<file path="config.mk">
export PLATFORM = sky130hd
export DESIGN_NAME = bp_lce_req_queue
export DESIGN_NICKNAME = d
export VERILOG_FILES = /design/src/rtl/bp_lce_req_queue_pkg.sv /design/src/rtl/bp_lce_req_credit_counter.sv /design/src/rtl/bp_lce_req_queue.sv
export SDC_FILE = /design/constraint.sdc
export NUM_CORES = 1
export LEC_CHECK = 0
export ABC_AREA = 1
export CORE_AREA = 4 4 275 277
export CTS_BUF_LIST = sky130_fd_sc_hd__clkbuf_4 sky130_fd_sc_hd__clkbuf_8
export CTS_CLUSTER_DIAMETER = 200
export DETAILED_ROUTE_END_ITERATION = 7
export DIE_AREA = 0 0 279 281
export DONT_BUFFER_PORTS = 1
export PLACE_DENSITY = 0.54
export SLEW_MARGIN = 30
export SYNTH_ARGS = -nofsm -noshare
export SYNTH_HDL_FRONTEND = slang
export SYNTH_HIERARCHICAL = 1
export SYNTH_SLANG_ARGS = --single-unit
</file>
<file path="constraint.sdc">
create_clock -name clk_i -period 9 [get_ports clk_i]
set_input_delay 2.25 -clock clk_i [delete_from_list [all_inputs] [get_ports clk_i]]
set_output_delay 2.25 -clock clk_i [all_outputs]
set_load 0.005 [all_outputs]
</file>
<file path="src/rtl/bp_lce_req_queue_pkg.sv">
// Shared types for the LCE request queue: cache request, metadata, BedRock header, queue entry.
// Latency: n/a (types and constants only).
// Backpressure: n/a.
package bp_lce_req_queue_pkg;

    localparam int paddr_width_gp         = 40;
    localparam int lce_id_width_gp        = 4;
    localparam int cce_id_width_gp        = 4;
    localparam int way_id_width_gp        = 4;
    localparam int dword_width_gp         = 64;
    localparam int coh_noc_max_credits_gp = 8;

    typedef enum logic [1:0] {
        e_lce_mode_uncached = 2'd0,
        e_lce_mode_normal   = 2'd1,
        e_lce_mode_nonspec  = 2'd2
    } bp_lce_mode_e;

    typedef enum logic [3:0] {
        e_miss_load   = 4'd0,
        e_miss_store  = 4'd1,
        e_uc_load     = 4'd2,
        e_uc_store    = 4'd3,
        e_wt_store    = 4'd4,
        e_cache_flush = 4'd5,
        e_cache_clear = 4'd6
    } bp_cache_req_msg_type_e;

    typedef enum logic [2:0] {
        e_bedrock_msg_size_1   = 3'b000,
        e_bedrock_msg_size_2   = 3'b001,
        e_bedrock_msg_size_4   = 3'b010,
        e_bedrock_msg_size_8   = 3'b011,
        e_bedrock_msg_size_16  = 3'b100,
        e_bedrock_msg_size_32  = 3'b101,
        e_bedrock_msg_size_64  = 3'b110,
        e_bedrock_msg_size_128 = 3'b111
    } bp_bedrock_msg_size_e;

    typedef enum logic [3:0] {
        e_bedrock_req_rd_miss = 4'd0,
        e_bedrock_req_wr_miss = 4'd1,
        e_bedrock_req_uc_rd   = 4'd2,
        e_bedrock_req_uc_wr   = 4'd3
    } bp_bedrock_req_type_e;

    typedef struct packed {
        bp_cache_req_msg_type_e      msg_type;
        logic [paddr_width_gp-1:0]   addr;
        bp_bedrock_msg_size_e        size;
        logic [dword_width_gp-1:0]   data;
    } bp_cache_req_s;

    typedef struct packed {
        logic [way_id_width_gp-1:0]  hit_or_repl_way;
    } bp_cache_req_metadata_s;

    typedef struct packed {
        bp_bedrock_req_type_e        msg_type;
        logic [paddr_width_gp-1:0]   addr;
        bp_bedrock_msg_size_e        size;
        logic [lce_id_width_gp-1:0]  src_id;
        logic [cce_id_width_gp-1:0]  dst_id;
        logic [way_id_width_gp-1:0]  lru_way_id;
        logic                        non_exclusive;
    } bp_lce_req_header_s;

    typedef struct packed {
        bp_cache_req_s               req;
        logic [way_id_width_gp-1:0]  way;
        logic                        md_v;
    } lce_req_entry_s;

    function automatic bp_bedrock_msg_size_e block_msg_size(input int block_width);
        case (block_width / 8)
            8:       return e_bedrock_msg_size_8;
            16:      return e_bedrock_msg_size_16;
            32:      return e_bedrock_msg_size_32;
            64:      return e_bedrock_msg_size_64;
            default: return e_bedrock_msg_size_128;
        endcase
    endfunction

endpackage

</file>
<file path="src/rtl/bp_lce_req_credit_counter.sv">
// Outstanding-request counter: +1 per accept, -1 per completion input (two may land together).
// Latency: full/empty reflect the registered count, one cycle after the update.
// Backpressure: none itself; full_o is used upstream to stall acceptance.
module bp_lce_req_credit_counter #(
    parameter int credits_p = 8
) (
    input  logic clk_i,
    input  logic reset_n_i,
    input  logic inc_i,
    input  logic dec_a_i,
    input  logic dec_b_i,
    output logic full_o,
    output logic empty_o
);
    localparam int cnt_width_lp = $clog2(credits_p + 1);
    localparam int sw_lp        = cnt_width_lp + 2;

    logic [cnt_width_lp-1:0] count_r;
    logic [sw_lp-1:0]        sum_up, sum_dn;

    assign sum_up = sw_lp'(count_r) + sw_lp'(inc_i);
    assign sum_dn = sw_lp'(dec_a_i) + sw_lp'(dec_b_i);

    always_ff @(posedge clk_i or negedge reset_n_i) begin
        if (!reset_n_i) count_r <= '0;
        else            count_r <= cnt_width_lp'(sum_up - sum_dn);
    end

    assign full_o  = (count_r == cnt_width_lp'(credits_p));
    assign empty_o = (count_r == '0);

`ifndef SYNTHESIS
    always @(posedge clk_i) begin
        if (reset_n_i) begin
            assert (sum_up >= sum_dn) else $error("bp_lce_req_credit_counter: underflow");
            assert (!(sum_up >= sum_dn && (sum_up - sum_dn) > sw_lp'(credits_p)))
                else $error("bp_lce_req_credit_counter: overflow");
        end
    end
`endif

endmodule

</file>
<file path="src/rtl/bp_lce_req_queue.sv">
// In-order LCE request queue: accepts miss/uc requests, binds late way metadata, issues BedRock headers.
// Latency: an entry can issue the cycle after it is enqueued with valid metadata.
// Backpressure: accept stalls on queue full, credits full or not ready; issue holds on lce_req_ready_and_i low.
module bp_lce_req_queue
    import bp_lce_req_queue_pkg::*;
#(
    parameter int assoc_p            = 8,
    parameter int sets_p             = 64,
    parameter int block_width_p      = 512,
    parameter int els_p              = 4,
    parameter int credits_p          = coh_noc_max_credits_gp,
    parameter int non_excl_reads_p   = 0,
    parameter int uc_data_width_p    = dword_width_gp,
    parameter int metadata_latency_p = 1,
    parameter int num_cce_p          = 1
) (
    input  logic                           clk_i,
    input  logic                           reset_n_i,
    input  logic [lce_id_width_gp-1:0]     lce_id_i,
    input  bp_lce_mode_e                   lce_mode_i,
    input  logic                           sync_done_i,
    output logic                           ready_o,
    input  bp_cache_req_s                  cache_req_i,
    input  logic                           cache_req_v_i,
    output logic                           cache_req_ready_and_o,
    input  bp_cache_req_metadata_s         cache_req_metadata_i,
    input  logic                           cache_req_metadata_v_i,
    input  logic                           cache_req_complete_i,
    input  logic                           uc_store_req_complete_i,
    output logic                           credits_full_o,
    output logic                           credits_empty_o,
    output bp_lce_req_header_s             lce_req_header_o,
    output logic [block_width_p-1:0]       lce_req_data_o,
    output logic                           lce_req_v_o,
    input  logic                           lce_req_ready_and_i
);
    localparam int lg_els_lp       = $clog2(els_p);
    localparam int block_bytes_lp  = block_width_p / 8;
    localparam int block_offset_lp = $clog2(block_bytes_lp);
    localparam int lg_cce_lp       = (num_cce_p > 1) ? $clog2(num_cce_p) : 1;

    if (els_p < 2 || (els_p & (els_p - 1)) != 0 || metadata_latency_p > 1
        || uc_data_width_p < 64 || uc_data_width_p > dword_width_gp
        || (1 << way_id_width_gp) < assoc_p || sets_p < 1
        || block_width_p < 64 || block_width_p > 1024) begin : g_bad_params
        $error("bp_lce_req_queue: illegal parameterisation");
    end

    typedef enum logic {e_reset, e_ready} state_e;
    state_e state_r;

    always_ff @(posedge clk_i or negedge reset_n_i) begin
        if (!reset_n_i) state_r <= e_reset;
        else            state_r <= e_ready;
    end

    assign ready_o = (state_r == e_ready) & ((lce_mode_i == e_lce_mode_uncached) | sync_done_i);

    lce_req_entry_s           mem_r [els_p];
    logic [lg_els_lp:0]       wptr_r, rptr_r;
    logic [lg_els_lp-1:0]     pend_idx_r;
    logic                     pend_v_r;
    logic                     queue_full, queue_empty;
    logic                     is_miss, is_uc, accept, enq, deq;
    logic                     md_bind_new, md_bind_old;
    lce_req_entry_s           head;

    assign queue_empty = (wptr_r == rptr_r);
    assign queue_full  = (wptr_r[lg_els_lp] != rptr_r[lg_els_lp])
                       && (wptr_r[lg_els_lp-1:0] == rptr_r[lg_els_lp-1:0]);

    assign is_miss = (cache_req_i.msg_type == e_miss_load) | (cache_req_i.msg_type == e_miss_store);
    assign is_uc   = (cache_req_i.msg_type == e_uc_load)   | (cache_req_i.msg_type == e_uc_store);

    assign cache_req_ready_and_o = ready_o & ~queue_full & ~credits_full_o;
    assign accept = cache_req_v_i & cache_req_ready_and_o;
    assign enq    = accept & (is_miss | is_uc);
    assign deq    = lce_req_v_o & lce_req_ready_and_i;

    // Zero-latency metadata belongs to the miss being accepted this cycle, not an older one.
    assign md_bind_new = cache_req_metadata_v_i & enq & is_miss & (metadata_latency_p == 0);
    assign md_bind_old = cache_req_metadata_v_i & pend_v_r & ~md_bind_new;

    always_ff @(posedge clk_i or negedge reset_n_i) begin
        if (!reset_n_i) begin
            wptr_r     <= '0;
            rptr_r     <= '0;
            pend_v_r   <= 1'b0;
            pend_idx_r <= '0;
        end else begin
            if (enq) wptr_r <= wptr_r + 1'b1;
            if (deq) rptr_r <= rptr_r + 1'b1;
            if (enq & is_miss & ~md_bind_new) begin
                pend_v_r   <= 1'b1;
                pend_idx_r <= wptr_r[lg_els_lp-1:0];
            end else if (md_bind_old) begin
                pend_v_r   <= 1'b0;
            end
        end
    end

    always_ff @(posedge clk_i) begin
        if (enq) begin
            mem_r[wptr_r[lg_els_lp-1:0]] <= '{req:  cache_req_i,
                                              way:  md_bind_new ? cache_req_metadata_i.hit_or_repl_way : '0,
                                              md_v: is_uc | md_bind_new};
        end
        if (md_bind_old) begin
            mem_r[pend_idx_r].way  <= cache_req_metadata_i.hit_or_repl_way;
            mem_r[pend_idx_r].md_v <= 1'b1;
        end
    end

    assign head        = mem_r[rptr_r[lg_els_lp-1:0]];
    assign lce_req_v_o = ~queue_empty & head.md_v;

    logic [cce_id_width_gp-1:0] dst_id;
    if (num_cce_p > 1) begin : g_cce_map
        assign dst_id = cce_id_width_gp'(head.req.addr[block_offset_lp +: lg_cce_lp]);
    end else begin : g_one_cce
        assign dst_id = '0;
    end

    always_comb begin
        lce_req_header_o            = '0;
        lce_req_data_o              = '0;
        lce_req_header_o.src_id     = lce_id_i;
        lce_req_header_o.dst_id     = dst_id;
        lce_req_header_o.lru_way_id = head.way;
        lce_req_header_o.addr       = head.req.addr;
        lce_req_header_o.size       = head.req.size;
        case (head.req.msg_type)
            e_miss_load, e_miss_store: begin
                lce_req_header_o.msg_type = (head.req.msg_type == e_miss_load)
                                          ? e_bedrock_req_rd_miss : e_bedrock_req_wr_miss;
                lce_req_header_o.addr     = head.req.addr & ~(paddr_width_gp'(block_bytes_lp - 1));
                lce_req_header_o.size     = block_msg_size(block_width_p);
                lce_req_header_o.non_exclusive = (head.req.msg_type == e_miss_load) & (non_excl_reads_p != 0);
            end
            e_uc_store: begin
                lce_req_header_o.msg_type = e_bedrock_req_uc_wr;
                lce_req_data_o[uc_data_width_p-1:0] = head.req.data[uc_data_width_p-1:0];
            end
            default: lce_req_header_o.msg_type = e_bedrock_req_uc_rd;
        endcase
    end

    bp_lce_req_credit_counter #(.credits_p(credits_p)) credits (
        .clk_i     (clk_i),
        .reset_n_i (reset_n_i),
        .inc_i     (enq),
        .dec_a_i   (cache_req_complete_i),
        .dec_b_i   (uc_store_req_complete_i),
        .full_o    (credits_full_o),
        .empty_o   (credits_empty_o)
    );

`ifndef SYNTHESIS
    always @(posedge clk_i) begin
        if (reset_n_i) begin
            assert (!(accept && !(is_miss || is_uc)))
                else $error("bp_lce_req_queue: unsupported request type dropped");
            assert (!(cache_req_metadata_v_i && !pend_v_r && !md_bind_new))
                else $error("bp_lce_req_queue: metadata with no pending miss");
        end
    end
`endif

endmodule
</file>
**Word-level counts from Yosys, hierarchy flattened**

Memory sizes are Yosys's and may differ from the RTL's.
Index checks and enable logic that the tools add are counted.

- Add/sub/neg operators: 5
- Equality and inequality tests: 9
- Mux-type cells: 10
- Bitwise gates (word level): 16
- Reductions and logical operators: 7

Operator list:

| operator | number |
|---|---|
| $mux 64 | 1 |
| $eq 4x2->1 const B | 3 |
| $logic_not 4->1 | 3 |
| $and 1x1->1 | 9 |
| $mux 9 | 1 |
| $eq 4x1->1 const B | 2 |
| $mux 1 | 7 |
| $add 3x1->3 const B | 2 |
| $add 4x1->4 | 1 |
| $eq 4x4->1 const B | 1 |
| $or 1x1->1 | 4 |
| $pmux 2 s2 | 1 |
| $sub 4x4->4 | 1 |
| $eq 3x3->1 | 1 |
| $not 1->1 | 3 |
| $add 1x1->2 | 1 |
| $eq 2x2->1 | 1 |
| $logic_not 2->1 | 1 |
| $reduce_bool 2->1 | 1 |
| $reduce_or 2->1 | 1 |
| $logic_and 1x1->1 | 1 |
| $ne 1x1->1 | 1 |

- Register bits after elaboration: 14
- Memory bits (writable): 464
- Output and inout port bits: 577
- Logic and storage cells: 54
- Memories kept: 1

Memory list:

| name | depth | width | read ports | clocked after Yosys merged registers in | write ports | RTL line | RTL |
|---|---|---|---|---|---|---|---|
| mem_r | 4 | 116 | 1 | 0 | 2 | bp_lce_req_queue.sv:59 | `lce_req_entry_s mem_r [els_p];` |

**Longest topological paths before layout**

Gate-level depths: netlist (run 1).

- Depth after elaboration: 9
- Mapped depth: 13
- Mapped depth without buffers: 11

**By module**

Netlist (run 1), hierarchy kept.

By module, submodules not included:

| module | times used | cells an instance | area an instance (µm²) |
|---|---|---|---|
| bp_lce_req_queue | 1 | 1,867 | 22,271.4 |
| bp_lce_req_credit_counter | 1 | 37 | 327.8 |

**Worst setup path before layout (run 1)**

OpenSTA, ideal clock, no wires.

- Path type: in2reg
- Start: input port cache_req_i[110] (netlist bit)
- End: memory mem_r[3][100] (netlist bit), enable pin
- Setup time: 0.465 ns
- Arrival time: 5.132 ns
- Data required time: 8.535 ns
- Slack: 3.403 ns
- Cell stages on the path: 4
- Path buffers: 0
- Path through: or2_2 > nor2_1 > nand4_1 > inv_1

RTL lines:

| element | RTL line | RTL |
|---|---|---|
| from (decl) | bp_lce_req_queue.sv:23 | `input bp_cache_req_s cache_req_i,` |
| to (decl) | bp_lce_req_queue.sv:59 |  |

**Worst setup path after layout (run 1)**

- Start: register rptr_r[1]
- End: output port lce_req_data_o[0]

- Word-level cells in the longest chain between the ends: 3

RTL lines:

| element | RTL line | RTL |
|---|---|---|
| from (decl) | bp_lce_req_queue.sv:60 | `logic [lg_els_lp:0] wptr_r, rptr_r;` |
| from (signal assigned) | bp_lce_req_queue.sv:92 | `if (deq) rptr_r <= rptr_r + 1'b1;` |
| $mem_v2 4x116 * | n/a |  |
| $eq 4x2->1 | bp_lce_req_queue.sv:132 | `case (head.req.msg_type)` |
| $mux 64 * | bp_lce_req_queue.sv:132 |  |
| to (decl) | bp_lce_req_queue.sv:33 | `output logic [block_width_p-1:0] lce_req_data_o,` |

Every way passes the cells marked *; elsewhere a longest branch is shown, timed or not.

==> results of run 1 <==
-- per-layer routing --
metal	routed length [µm]	vias to the layer above	GRT usage	part of all wire
met5	0	-	0	0
met4	1150	0	0.0442	0.021
met3	6300	58	0.0672	0.12
met2	28100	502	0.226	0.51
met1	19100	6120	0.136	0.35
li1	-	5729	-	-
-- logic make-up after synthesis --
| family | count (synthesis) |
|---|---|
| AOI/OAI and AO/OA | 349 |
| adders and majority gates | 14 |
| other | 2 |
| xor gates and xnor gates | 4 |
| and+or+nand+nor | 399 |
| buffers and inverters | 658 |
| DFF | 478 |
-- metrics by stage --
stage / instance area [µm²] / hold WS, ns / util / total power [mW]
final: 23400 / 0.473 / 0.321 / 6.28
after global routing: 23300 / 0.501 / 0.320 / 6.70
after CTS: 23300 / 0.478 / 0.320 / 6.39
after detailed placement: 21800 / 0.464 / 0.299 / 4.53
after global placement: 21800 / 0.462 / 0.299 / 4.48
after floorplan: 24300 / 0.442 / - / 4.14
-- cell usage after synthesis (all sizes together) --
cell type  count  share of area
o21bai         1        0.00033
inv          109          0.018
dfxtp          4         0.0035
xor2           1        0.00039
ha            13         0.0072
clkbuf        48         0.0080
nor3b          2        0.00066
a32oi          1        0.00072
nor2         253          0.042
conb           2        0.00033
edfxtp       460           0.61
o22ai        109          0.030
nand4          5         0.0014
or2            1        0.00028
nor3          64          0.027
xnor2          3         0.0012
o31ai          2        0.00066
dfrtp         14          0.016
fa             1        0.00089
nand3         22         0.0049
a21oi          8         0.0018
o21ai        228          0.050
clkinv         1        0.00017
nand2         52         0.0089
buf          500           0.16
-- final timing paths --
path / slack [ns] / cells after the start / endpoint
setup / recovery: 2.36 / 6 / lce_req_data_o[0]
hold / removal: 0.47 / 2 / mem_r[1][0]
setup reg to reg: 4.05 / 8 / mem_r[2][58]
hold reg to reg: 0.47 / 2 / mem_r[1][0]
max in group asynchronous: 7.62 / 0 / rptr_r[1]
min in group asynchronous: 1.30 / 0 / credits/count_r[2]
-- area by class of cell --
| class | instances | area (µm²) | share of cell area |
|---|---|---|---|
| repair buffers | 14 | 129 | 0.00552 |
| flip-flops and latches | 478 | 14300 | 0.610 |
| inverters | 110 | 429 | 0.0184 |
| clock buffers | 98 | 1220 | 0.0524 |
| diodes | 13 | 32.5 | 0.00139 |
| well taps | 959 | 1200 | 0.0514 |
| clock inverters | 42 | 292 | 0.0125 |
| multi-input cells | 1222 | 5790 | 0.248 |
-- report_power, final --
| group | switching [mW] | internal, mW | leakage [nW] |
|---|---|---|---|
| Sequential | 0.118 | 2.52 | 4.34 |
| Clock | 0.867 | 0.966 | 0.793 |
| Combinational | 1.36 | 0.454 | 3.46 |
| Total | 2.34 | 3.94 | 8.59 |
-- sequential cells by signal (all words and copies together) (netlist names) --
| signal | cells |
|---|---|
| credits/count_r | 4 |
| state_r | 1 |
| pend_idx_r | 2 |
| pend_v_r | 1 |
| mem_r | 464 |
| wptr_r | 3 |
| rptr_r | 3 |
-- worst min-delay path, cell delays in order, from the launching register on --
cell	delay, ns
dfxtp_1	0.32
nand2_1	0.05
nand3_1	0.07
==> flow_summary.json, run 1 <==
{
  "outcome": "finished clean",
  "grt_antenna_before_repair": 6,
  "cpPeakStageDelay_ns": 0.92,
  "htree_levels": 3,
  "r2r_start": "rptr_r[1]",
  "cpLargestDelayFamily": "buffers and inverters",
  "setup_viol": 0,
  "hold_class": "reg2reg",
  "dieHeight_um": 281,
  "path_buf_inv": 3,
  "synthesis.area_um2": 22600,
  "grt_pass1_vias": 11800,
  "first_pass_iters": 5,
  "yosysSeqAreaShare": 0.630,
  "path_class": "reg2out",
  "drc_errors": 0,
  "grt_pass1_wl_um": 76500,
  "worst_pin_slew_ns": 0.968,
  "clk-insertion-delay-late_ns": 0.67,
  "place_congestion": 0.752,
  "rows": 99,
  "dp_slack_ns": 2.81,
  "wl_um": 54700,
  "fin_cells": 2936,
  "grt_overflow_total": 0,
  "slew_headroom": 0.355,
  "mostFrequentLayoutCells": "460 x edfxtp_1, 456 x conb_1, 253 x nor2_1",
  "hold_start": "mem_r[1][0]",
  "finalMaxSlewViolations": 0,
  "path_max_fanout": 64,
  "min_period_over_period": 0.738,
  "die_area_um2": 78400,
  "finalHoldViolations": 0,
  "syn_area_per_cell_um2": 11.9,
  "via_per_inst": 4.23,
  "cts-buffers-inserted": 77,
  "cp.arrival_ns": 4.39,
  "port_buffers": 0,
  "syn_inst": 1904,
  "area_growth_pct": 3.33,
  "synth_fa_ha_area_frac": 0.00808,
  "holdBufCountCts": 0,
  "setup_slack_ns": 2.36,
  "clock_skew_ns": 0.0302,
  "core-area_um2": 72800,
  "drive_gt1_frac": 0.109,
  "setup_tns_ns": 0,
  "grt_max_degree": 126,
  "dp.cells": 2782,
  "leakagePower_nw": 8.59,
  "drv_cap": 0,
  "fmax_ghz": 0.150,
  "synth-xor-area-share": 0.00155,
  "critical_path_required_ns": 6.75,
  "ys_seq_elements": 478,
  "cp_slowest_cell": "dfrtp_4",
  "start_util": 0.310,
  "final_common_cell": "edfxtp_1",
  "cts_buffer_depth": 3,
  "cts-root-buf": "clkbuf_8",
  "ant_nets": 0,
  "synth_top_family_by_area": "buffers and inverters",
  "layout_min_cycle_time_ns": 6.64,
  "track_usage": 0.130,
  "ys_warn_count": 6,
  "nNetsFinal": 2046,
  "path_common_cell": "buf_4",
  "synth-compound-area-share": 0.0842,
  "vias": 12400,
  "grt_setup_unrepaired": "false",
  "initialDrtViolationCount": 697,
  "clkTransAtPathRegs_ns": 0.06,
  "post_drt_wl_per_cell_um": 18.6,
  "path_cells": "clkinv_2 > buf_4 > a32oi_2 > nand2_8 > nor3_1 > buf_4",
  "worst_ir_drop_vdd_v": 0.000225,
  "yosys.area_share.simple": 0.0855,
  "clock-sinks": 478,
  "power.density_nw_per_um2": 269,
  "fill_cells": 7330,
  "cp-end-kind": "output port",
  "die_x_um": 279,
  "cts_setup_buffers": 0,
  "startpoint": "rptr_r[1]",
  "synth_cell_type_count": 33,
  "io-pin-count": 706,
  "cts-resized-gates": 0,
  "cp-start-kind": "register",
  "cts_tree": "yes",
  "dp_hpwl_um": 35000,
  "synth_mux_area_frac": 0
}
No activity file was read; power rests on OpenSTA's default activity.
==> inputs of run 2 (changes only) <==
Clock period 9 ns to 6.5 ns, I/O delays scaled along.
==> flow_summary.json, run 2 (synthesis results as in run 1) <==
{
  "cp.arrival_ns": 4.06,
  "dp_slack_ns": 1.37,
  "fmax_ghz": 0.176,
  "leakagePower_nw": 8.61,
  "start_util": 0.310,
  "rows": 99,
  "placed_cell_area_um2": 21900,
  "worst_ir_drop_vdd_v": 0.000210,
  "dp_hpwl_um": 35700,
  "wl_um": 55300,
  "setup_tns_ns": 0,
  "grt_max_degree": 122,
  "via_per_inst": 4.21,
  "final_common_cell": "edfxtp_1",
  "cts_tree": "yes",
  "largest_reg_flops": 464,
  "place_congestion": 0.745,
  "r2r_start": "rptr_r[1]",
  "drive_gt1_frac": 0.109,
  "nNetsFinal": 2051,
  "holdBufCountCts": 0,
  "cts_setup_buffers": 0,
  "top_regs": "mem_r x464, credits/count_r x4",
  "grt_antenna_before_repair": 5,
  "fill_cells": 7297,
  "initialDrtViolationCount": 561,
  "grt_setup_unrepaired": "false",
  "drc_errors": 0,
  "total_power_mw": 8.68,
  "rr_endpoint": "mem_r[3][31]",
  "cts-buffers-inserted": 76,
  "cts_buffer_depth": 3,
  "top_register": "mem_r",
  "io-pin-count": 706,
  "clock_skew_ns": 0.0366,
  "worst_pin_slew_ns": 0.918,
  "clkTransAtPathRegs_ns": 0.06,
  "grt_overflow_total": 0,
  "dp.cells": 2789,
  "endpoint": "lce_req_data_o[0]",
  "cp-end-kind": "output port",
  "clock-sinks": 478,
  "cts-root-buf": "clkbuf_8",
  "finalMaxSlewViolations": 0,
  "path_max_fanout": 121,
  "path_cells": "inv_6 > o31ai_1 > nand2_4 > nor3_1 > buf_4",
  "area_growth_pct": 3.49,
  "stdcell_area_um2": 23400,
  "die_x_um": 279,
  "post_drt_wl_per_cell_um": 18.8,
  "cts-resized-gates": 0,
  "final_core_util": 0.321,
  "hold_class": "reg2reg",
  "clk-insertion-delay-late_ns": 0.66,
  "critical_path_required_ns": 4.88,
  "dieHeight_um": 281,
  "fin_cells": 2939,
  "first_pass_iters": 5,
  "outcome": "finished clean",
  "power.density_nw_per_um2": 371,
  "drv_cap": 0,
  "grt_pass1_wl_um": 76900,
  "htree_levels": 3,
  "port_buffers": 0,
  "setup_viol": 0,
  "min_period_over_period": 0.874,
  "grt_pass1_vias": 11800,
  "ant_nets": 0,
  "ff2ff_setup_slack_ns": 2.52,
  "mostFrequentLayoutCells": "460 x edfxtp_1, 456 x conb_1, 253 x nor2_1",
  "layout_min_cycle_time_ns": 5.68,
  "vias": 12400,
  "die_area_um2": 78400,
  "cp_slowest_cell": "dfrtp_4",
  "hold_slack_ns": 0.478,
  "startpoint": "rptr_r[0]",
  "path_class": "reg2out",
  "track_usage": 0.131,
  "core-area_um2": 72800,
  "ff2ff_path_depth": 8,
  "cpPeakStageDelay_ns": 0.93,
  "finalHoldViolations": 0,
  "setup_slack_ns": 0.817,
  "slew_headroom": 0.388,
  "cp-start-kind": "register"
}
-- run 2: worst max-delay path: cells and delay by family, from the launching register on --
family          cells  cell delay, ns
compound gates      1            0.51
flops               1            0.93
simple gates        2            1.16
buf+inv             2            0.76
-- run 2: final cells by class --
type	count	area [µm²]	area share
flip-flops and latches	478	14300	0.609
clock inverters	47	307	0.0131
clock buffers	94	1180	0.0505
multi-input cells	1222	5780	0.247
well taps	959	1200	0.0513
repair buffers	20	220	0.00942
diodes	9	22.5	0.000963
inverters	110	429	0.0184
-- run 2: where the power goes --
part	switching [mW]	total, mW	internal [mW]	leakage (nW)
clock	1.17	2.50	1.33	0.771
combinational	1.87	2.52	0.650	3.51
sequential	0.171	3.66	3.49	4.34
-- run 2: layer usage --
layer	vias to the layer above	part of all wire	GRT usage
met5	-	0.00024	0
met1	6111	0.35	0.134
met2	462	0.51	0.229
li1	5727	-	-
met3	74	0.12	0.0684
met4	2	0.025	0.0472
-- run 2: how the worst min path moves through the flow --
stage | start | to | slack, ns | cells past startpoint
final | mem_r[1][0] | mem_r[1][0] | 0.48 | 2
after global routing | mem_r[2][0] | mem_r[2][0] | 0.52 | 2
after CTS | mem_r[1][0] | mem_r[1][0] | 0.48 | 2
after detailed placement | mem_r[1][0] | mem_r[1][0] | 0.46 | 2
after global placement | mem_r[2][0] | mem_r[2][0] | 0.46 | 2
after floorplan | mem_r[1][0] | mem_r[1][0] | 0.44 | 2
==> inputs of run 3 (changes only) <==
Settings changed: MAX_ROUTING_LAYER set to met4, SETUP_SLACK_MARGIN set to 0.3.
==> flow_summary.json, run 3 (synthesis results as in run 1) <==
{
  "outcome": "finished clean",
  "cp.arrival_ns": 4.09,
  "ff2ff_path_depth": 8,
  "setup_viol": 0,
  "clkTransAtPathRegs_ns": 0.06,
  "nNetsFinal": 2051,
  "holdPathEnd": "mem_r[1][0]",
  "pwr-share-seq": 0.421,
  "total_power_mw": 8.68,
  "post_drt_wl_per_cell_um": 18.8,
  "cpPeakStageDelay_ns": 0.92,
  "cp_slowest_cell": "dfrtp_4",
  "die_x_um": 279,
  "grt_pass1_vias": 11800,
  "place_congestion": 0.754,
  "layout_min_cycle_time_ns": 5.71,
  "io-pin-count": 706,
  "top_register": "mem_r",
  "critical_path_required_ns": 4.88,
  "r2r_start": "rptr_r[1]",
  "hold_start": "mem_r[1][0]",
  "wl_um": 55300,
  "finalMaxSlewViolations": 0,
  "die_area_um2": 78400,
  "area_growth_pct": 3.53,
  "hold_class": "reg2reg",
  "cts_setup_buffers": 0,
  "cts-buffers-inserted": 76,
  "leakagePower_nw": 8.61,
  "setup_slack_ns": 0.789,
  "cts-root-buf": "clkbuf_8",
  "top_regs": "mem_r x464, credits/count_r x4",
  "slew_headroom": 0.397,
  "grt_overflow_total": 0,
  "final_common_cell": "edfxtp_1",
  "ant_nets": 0,
  "start_util": 0.310,
  "power.density_nw_per_um2": 371,
  "path_class": "reg2out",
  "setup_tns_ns": 0,
  "port_buffers": 0,
  "clk-insertion-delay-late_ns": 0.66,
  "placed_cell_area_um2": 21900,
  "p_switching_mw": 3.22,
  "vias": 12400,
  "clock_skew_ns": 0.0361,
  "stdcell_area_um2": 23400,
  "min_period_over_period": 0.879,
  "cpLargestDelayFamily": "simple AND/OR/NAND/NOR gates",
  "ff2ff_setup_slack_ns": 2.59,
  "swShare": 0.371,
  "path_max_fanout": 121,
  "drive_gt1_frac": 0.109,
  "track_usage": 0.135,
  "clock_power_share": 0.288,
  "path_cells": "inv_6 > o31ai_1 > nand2_4 > nor3_1 > buf_4",
  "combPwrFrac": 0.291,
  "cp-end-kind": "output port",
  "clock-sinks": 478,
  "initialDrtViolationCount": 593,
  "cts_buffer_depth": 3,
  "worst_ir_drop_vdd_v": 0.000209,
  "fmax_ghz": 0.175,
  "cts_tree": "yes",
  "rr_endpoint": "mem_r[3][19]",
  "cp-start-kind": "register",
  "mostFrequentLayoutCells": "460 x edfxtp_1, 456 x conb_1, 253 x nor2_1",
  "cts-resized-gates": 0,
  "rows": 99,
  "largest_reg_flops": 464,
  "first_pass_iters": 5,
  "core-area_um2": 72800,
  "grt_antenna_before_repair": 5,
  "grt_max_degree": 122,
  "finalHoldViolations": 0,
  "htree_levels": 3,
  "drv_cap": 0,
  "p_int_mw": 5.46,
  "grt_setup_unrepaired": "false",
  "via_per_inst": 4.21,
  "dieHeight_um": 281,
  "worst_pin_slew_ns": 0.905,
  "grt_pass1_wl_um": 76900,
  "drc_errors": 0,
  "dp_hpwl_um": 35700,
  "dp_slack_ns": 1.37,
  "hold_depth": 2,
  "holdBufCountCts": 0,
  "path_buf_inv": 2
}
-- run 3: changes by cell type in the layout (fill, tap and decap cells not counted), sizes merged --
cell	previous run	this run
diode	9	13
-- run 3: metal layers --
metal | global-route usage | up-vias | wire, µm
met2 | 0.229 | 491 | 28300
met1 | 0.135 | 6085 | 19100
li1 | - | 5733 | -
met4 | 0.0472 | 0 | 1290
met5 | - | - | 0
met3 | 0.0677 | 74 | 6620
-- run 3: final cells by class --
class | count | area, µm²
Fill cell | 7299 | 49400
Sequential cell | 478 | 14300
Multi-Input combinational cell | 1222 | 5780
Tap cell | 959 | 1200
Clock buffer | 94 | 1180
Inverter | 110 | 429
Clock inverter | 47 | 307
Timing Repair Buffer | 20 | 220
Antenna cell | 13 | 32.5
-- run 3: worst register-to-register path: stages, from the launching register on --
cell      delay (ns)
dfrtp_4         0.93
clkinv_2        0.45
buf_4           0.38
nand2_1         0.11
nand2_1         0.07
nand3_1         0.18
nand4_1         0.30
inv_4           0.65
buf_4           0.50
-- run 3: power by group through the flow --
stage	clock network, mW	logic, mW	registers (mW)
floorplan	0	2.14	3.59
global placement	0	2.51	3.72
detailed placement	0	2.57	3.72
CTS	2.59	2.57	3.66
global route	2.73	2.84	3.67
finish	2.50	2.53	3.66
-- run 3: worst max-delay path by stage --
stage                                start           endpoint  slack [ns]  cells past startpoint
after global routing             rptr_r[0]  lce_req_data_o[0]        0.55                      5
after detailed placement         rptr_r[0]  lce_req_data_o[0]        1.37                      5
after floorplan           cache_req_i[110]      mem_r[3][100]        1.53                      4
final                            rptr_r[0]  lce_req_data_o[0]        0.79                      5
after CTS                        rptr_r[0]  lce_req_data_o[0]        0.61                      5
after global placement           rptr_r[0]  lce_req_data_o[0]        1.30                      5
-- run 3: through the flow --
| step | util | instances | hold WS [ns] |
|---|---|---|---|
| 2_1_floorplan | - | 2358 | 0.442 |
| 3_3_place_gp | 0.300 | 2789 | 0.463 |
| 3_5_place_dp | 0.300 | 2789 | 0.462 |
| 4_1_cts | 0.321 | 2930 | 0.479 |
| 5_1_grt | 0.321 | 2942 | 0.516 |
| 6_report | 0.321 | 2943 | 0.481 |
